File: src/rtl/write_frame_sequencer.sv
// write_frame_sequencer
//   Queues frames in a small circular FIFO and hands them one at a time to a
//   downstream serial write buffer. Each frame is loaded into wr_data/wr_count,
//   announced with a one-cycle wr_start pulse, and then the sequencer waits for
//   wr_done. After wr_done it observes a programmable idle gap before it
//   starts the next frame.
//
// Handshake semantics:
//   push     - one-cycle request. It is accepted when full=0 and push_count is
//              in 1..BUF_SIZE. A dropped push pulses reject in the next cycle.
//              If flush is asserted in the same cycle, the push is discarded
//              silently.
//   wr_start - one-cycle pulse. wr_data and wr_count are already stable when
//              it rises, and they hold until the next frame is loaded.
//   wr_done  - sampled only in WAIT_DONE. At any other time it is ignored.
//
// Ports:
//   sys_clk, rst (async, active-low)
//   push, push_data[BUF_SIZE], push_count[COUNT_SIZE], flush, wr_done
//   wr_start, wr_data[BUF_SIZE], wr_count[COUNT_SIZE]
//   full, empty, level[LVL_SIZE], busy, reject
//   state_dbg[3] - current FSM state, for observation only
module write_frame_sequencer #(
  parameter int BUF_SIZE   = 8,
  parameter int FIFO_DEPTH = 4,
  parameter int GAP_CYCLES = 2,
  localparam int COUNT_SIZE = $clog2(BUF_SIZE + 1),
  localparam int LVL_SIZE   = $clog2(FIFO_DEPTH + 1)
) (
  input  logic                  sys_clk,
  input  logic                  rst,
  input  logic                  push,
  input  logic [BUF_SIZE-1:0]   push_data,
  input  logic [COUNT_SIZE-1:0] push_count,
  input  logic                  flush,
  input  logic                  wr_done,
  output logic                  wr_start,
  output logic [BUF_SIZE-1:0]   wr_data,
  output logic [COUNT_SIZE-1:0] wr_count,
  output logic                  full,
  output logic                  empty,
  output logic [LVL_SIZE-1:0]   level,
  output logic                  busy,
  output logic                  reject,
  output logic [2:0]            state_dbg
);

  localparam int PTR_W = $clog2(FIFO_DEPTH);
  localparam int GAP_W = (GAP_CYCLES > 1) ? $clog2(GAP_CYCLES) : 1;
  localparam logic [GAP_W-1:0]      GAP_LAST  = GAP_W'((GAP_CYCLES > 0) ? GAP_CYCLES - 1 : 0);
  localparam logic [LVL_SIZE-1:0]   LVL_FULL  = LVL_SIZE'(FIFO_DEPTH);
  localparam logic [COUNT_SIZE-1:0] COUNT_MAX = COUNT_SIZE'(BUF_SIZE);

  typedef enum logic [2:0] {
    IDLE      = 3'd0,
    LOAD      = 3'd1,
    START     = 3'd2,
    GUARD     = 3'd3,
    WAIT_DONE = 3'd4,
    GAP       = 3'd5
  } state_t;

  state_t state, state_next;

  logic [BUF_SIZE-1:0]   data_mem  [FIFO_DEPTH];
  logic [COUNT_SIZE-1:0] count_mem [FIFO_DEPTH];
  logic [PTR_W-1:0]      wr_ptr, rd_ptr;
  logic [GAP_W-1:0]      gap_cnt;
  logic [LVL_SIZE-1:0]   level_next;
  logic                  count_ok, push_ok, pop;

  assign count_ok = (push_count != '0) && (push_count <= COUNT_MAX);
  // The registered full flag is used here. A pop in the same cycle does not
  // free a slot for this push.
  assign push_ok  = push && !flush && !full && count_ok;
  // A flush in the cycle where IDLE decided to load can leave LOAD with an
  // empty FIFO. In that case nothing is popped.
  assign pop      = (state == LOAD) && !empty;

  assign busy      = (state != IDLE);
  assign state_dbg = state;

  always_comb begin
    level_next = level;
    if (push_ok && !pop) begin
      level_next = level + LVL_SIZE'(1);
    end else if (pop && !push_ok) begin
      level_next = level - LVL_SIZE'(1);
    end
  end

  always_comb begin
    state_next = state;
    case (state)
      IDLE:      if (!empty) state_next = LOAD;
      LOAD:      state_next = empty ? IDLE : START;
      START:     state_next = GUARD;
      GUARD:     state_next = WAIT_DONE;
      WAIT_DONE: if (wr_done) state_next = (GAP_CYCLES > 0) ? GAP : IDLE;
      GAP:       if (gap_cnt == GAP_LAST) state_next = IDLE;
      default:   state_next = IDLE;
    endcase
  end

  // Frame storage is not reset. Only the pointers decide which entries are valid.
  always_ff @(posedge sys_clk) begin
    if (push_ok) begin
      data_mem[wr_ptr]  <= push_data;
      count_mem[wr_ptr] <= push_count;
    end
  end

  always_ff @(posedge sys_clk or negedge rst) begin
    if (!rst) begin
      state    <= IDLE;
      wr_ptr   <= '0;
      rd_ptr   <= '0;
      level    <= '0;
      empty    <= 1'b1;
      full     <= 1'b0;
      wr_start <= 1'b0;
      wr_data  <= '0;
      wr_count <= '0;
      reject   <= 1'b0;
      gap_cnt  <= '0;
    end else begin
      state    <= state_next;
      // Registering wr_start from the next state makes it coincide with START.
      wr_start <= (state_next == START);
      reject   <= push && !flush && (full || !count_ok);

      if (pop) begin
        wr_data  <= data_mem[rd_ptr];
        wr_count <= count_mem[rd_ptr];
      end

      if (state == GAP) begin
        gap_cnt <= gap_cnt + GAP_W'(1);
      end else begin
        gap_cnt <= '0;
      end

      if (flush) begin
        // Queued frames are discarded. A frame already in wr_data is unaffected.
        rd_ptr <= wr_ptr;
        level  <= '0;
        empty  <= 1'b1;
        full   <= 1'b0;
      end else begin
        if (push_ok) wr_ptr <= wr_ptr + PTR_W'(1);
        if (pop)     rd_ptr <= rd_ptr + PTR_W'(1);
        level <= level_next;
        empty <= (level_next == '0);
        full  <= (level_next == LVL_FULL);
      end
    end
  end

endmodule

File: config.mk
export PLATFORM = sky130hd
export DESIGN_NAME = write_frame_sequencer
export DESIGN_NICKNAME = d
export VERILOG_FILES = /design/src/rtl/write_frame_sequencer.sv
export SDC_FILE = /design/constraint.sdc
export NUM_CORES = 1
export LEC_CHECK = 0
export CAP_MARGIN = 0
export CELL_PAD_IN_SITES_DETAIL_PLACEMENT = 0
export CELL_PAD_IN_SITES_GLOBAL_PLACEMENT = 2
export CORE_MARGIN = 5
export CORE_UTILIZATION = 38
export CTS_BUF_LIST = sky130_fd_sc_hd__clkbuf_8
export CTS_CLUSTER_DIAMETER = 60
export DETAILED_ROUTE_END_ITERATION = 10
export GPL_TIMING_DRIVEN = 1
export PLACE_DENSITY_LB_ADDON = 0.1
export SYNTH_ARGS = -nofsm -noshare
export SYNTH_HDL_FRONTEND = slang
export SYNTH_SLANG_ARGS = --single-unit
export TNS_END_PERCENT = 30
File: constraint.sdc
create_clock -name sys_clk -period 1.6 [get_ports sys_clk]
set_input_delay 0.32 -clock sys_clk [delete_from_list [all_inputs] [get_ports sys_clk]]
set_output_delay 0.32 -clock sys_clk [all_outputs]
set_load 0.03 [all_outputs]
==> results.env <==
FIRST_GLOBAL_VIAS=1880
FIN_TOTAL_PWR_mW=6.15
LAYOUT_COMMONEST_CELL='edfxtp_1'
WORST_SLACK_NS=-0.0899
CP_DATA_REQUIRED_TIME_NS=1.86
CTS.PATH.MAX_BUFFERS=2
HTREE_LEVELS=3
SETUP_VIOL_COUNT_FINAL=5
DIE-WIDTH_UM=99.7
OUTCOME='finished, violations left'
FAILED_CHECKS='setup timing'
MIN_PERIOD_OVER_PERIOD=1.06
CLK_PIN_SLEW_WORST_SETUP_HOLD_PATHS_NS=0.08
SYNTH.FF_LATCH_COUNT=75
POWER_PER_CELL_AREA_nW_PER_UM2=1520
FP.DIEH_UM=99.7
CRITICAL_PATH.STARTPOINT_TYPE='primary input'
PATH_CLASS='in2reg'
HOLD_CLASS='in2async'
GLOBALROUTEOVERFLOWTOTAL=0
POSTSYNTHCELLCOUNT=173
INITIAL_UTILIZATION=0.394
DRIVE_ABOVE_1_SHARE=0.367
WORST_SLEW_PIN_SLEW_NS=0.630
SYNTH-COMPOUND-AREA-SHARE=0.0287
TRITONCTS_BUFFERS=9
POST-SYNTH-TOP-AREA-CELL='edfxtp_1'
GRT_USE_TOTAL=0.133
ROUTEDWLPERCELL_UM=17.1
AREA_DELTA_SYNTH_FINAL_PCT=32.8
MAX_FREQ_MHz=592
CTS_TREE='done'
SYNTH.MUX.AREA_FRACTION=0.143
FIRST_ITER_VIOLATIONS=66
YS_SEQ_AREA_FRAC=0.693
SYNTH_EDF_COUNT=48
PRE_CTS_SLACK_NS=-0.570
DR.PASS1.ITERS=4
NUMBER_OF_ANTENNA_VIOLATIONS_AT_THE_FIRST_CHECK_IN_GLOBAL_ROUTING=0
SYNTH_TOP_FAMILY_BY_AREA='multiplexers'
ANTENNA_CELLS=0
FIN_NETS=269
CTS.SINK_COUNT=75
DP_HPWL_UM=3960
SYNTHESIS.NETS=196
YS_DOMINANT_REG_CELL='edfxtp_1'
NUM_ROWS=32
CORE_AREA_UM2=7770
ROUTED_WIRELENGTH_UM=6050
INSERTION_DELAY_NS=0.34
SYNTH_AREA_UM2=3060
CRITPATHCAPTURETYPE='flip-flop'
IO_PINS=40
CRIT_ARRIVAL_NS=1.95
DETAIL_ROUTE.DRC_VIOLATIONS=0
LEAKAGE_nW=1.62
REPORT.FINAL.SLEW_VIOL_COUNT=0
DIE_AREA_UM2=9940
SYN_AVG_CELL_AREA_UM2=17.7
GRT_START_MAX_NET_PINS=28
LAYOUT_MIN_CYCLE_TIME_NS=1.69
REMAINING_ANTENNA_VIOLATION_COUNT_AFTER_ROUTING=0
ROOT_BUFFER_CELL='clkbuf_8'
CP_MAX_FO=5
ASYNC_FLOP_SHARE=0.360
PEAKVDDDROP_mV=0.526
FILL_CELLS=658
VIA_PER_INST=4.95
TIMING.MAX_CAP.VIOLATIONS=0
XOR_AND_XNOR_FRACTION_OF_THE_MAPPED_NETLIST_AREA=0.0201
GLOBALPLACE.CONGESTION=0.830
PLACEMENT.IO_BUFFERS=39
FIRST_PASS_GRT_WIRE_LENGTH_UM=9860
LAYOUT.CELLS.MOST_COMMON_LIST='48 x edfxtp_1, 25 x dfrtp_1, 22 x dlygate4sd2_1, 22 x buf_4'
CLOCK_SKEW_NS=0.0110
SYNTHADDERAREAFRAC=0.0246
AREA_CONTRIBUTORS_POST_SYNTH='edfxtp_1 47%, dfrtp_1 21%, mux4_2 8.8%'
TIMING.SLEW.HEADROOM=0.580
FINALHOLDVIOLCOUNT=0
FINAL.HOLD.WORST_SLACK_NS=0.337
RSZ0062_AT_GRT='yes'
SYNTH.YOSYS.WARNINGS=0
RR_WORST_DEPTH=7
POST_SYNTH_AND_OR_NAND_NOR_AREA_FRACTION=0.0659
NETLIST-CELL-TYPE-COUNT=38
ROUTE.VIAS.TOTAL=1747
NETLIST.AREA_LEADER.SHARE=0.472
## worst max-delay path, cell delays in order
cell	delay [ns]
clkdlybuf4s50_1	0.43
nand2b_4	0.16
nor4_4	0.29
buf_4	0.18
buf_4	0.14
a311oi_2	0.05
a21o_1	0.20
o21bai_1	0.18
## final timing paths
path	to	slack [ns]	start
setup / recovery	empty$_DFF_PN1_	-0.09	flush
hold / removal	wr_data[1]$_DFFE_PN0P_	0.34	rst
setup reg to reg	empty$_DFF_PN1_	-0.07	state_dbg[2]$_DFF_PN0_
hold reg to reg	gap_cnt$_DFF_PN0_	0.44	gap_cnt$_DFF_PN0_
max in group asynchronous	empty$_DFF_PN1_	1.02	rst
min in group sys_clk	gap_cnt$_DFF_PN0_	0.44	gap_cnt$_DFF_PN0_
## cell type report
class                           count  area [um^2]  area share
Tap cell                          102          128      0.0314
Sequential cell                    75         2120       0.522
Clock inverter                      6         65.1      0.0160
Clock buffer                       10          138      0.0339
Inverter                            6         22.5     0.00555
Multi-Input combinational cell     88          996       0.245
Timing Repair Buffer               66          592       0.146
## synth_stat cells (2+ instances only)
cell type	instances
o21ai_1	2
xor2_1	2
buf_2	3
and2_1	4
nor3_1	4
a21oi_1	2
dfrtp_1	26
xnor2_1	5
ha_1	6
edfxtp_1	48
mux2i_1	2
mux4_2	12
nor2_1	6
nand2b_1	3
inv_1	6
buf_6	2
mux2_2	13
nand2_1	7
## power by group
| group | leakage, nW | internal, mW | switching, mW |
|---|---|---|---|
| clock | 0.108 | 0.765 | 0.694 |
| combinational | 0.732 | 1.01 | 1.08 |
| sequential | 0.777 | 2.38 | 0.223 |
| total | 1.62 | 4.16 | 2.00 |
## what timing repair did
item,CTS,global route
setup endpoints to repair,79,40
cloned,4,0
pin swaps,11,5
resized for setup,45,9
buffers inserted,4,1
hold buffers,0,0
## per-layer routing
| layer | up-vias | global-route usage | routed length (um) |
|---|---|---|---|
| met1 | 894 | 0.173 | 2710 |
| met5 | - | 0 | 0 |
| met3 | 8 | 0.0435 | 237 |
| li1 | 804 | - | - |
| met2 | 41 | 0.208 | 3010 |
| met4 | 0 | 0.0504 | 92 |
## registers in the layout, summed over array words and instances, names as in the netlist
signal	cells
empty	1
wr_count	4
wr_data	8
rd_ptr	2
level	3
gap_cnt	1
wr_start	1
reject	1
wr_ptr	2
count_mem	16
data_mem	32
state_dbg	3
full	1
## cells by family after synthesis
family                     count (synthesis)
and+or+nand+nor                           31
adders and majority gates                  6
buffers and inverters                     14
muxes                                     27
DFF                                       75
xor gates and xnor gates                   7
AOI/OAI and AO/OA                         13
## through the flow
stage          setup TNS, ns   util  area [um^2]  std cells
6_report              -0.257  0.523         4060        353
5_1_grt                -1.22  0.523         4060        353
4_1_cts               -0.419  0.521         4040        352
3_5_place_dp          -29.97  0.482         3740        328
3_3_place_gp          -27.14  0.482         3740        328
2_1_floorplan          -4.39      -         3140        173
Power figures use the tool's default switching activity.
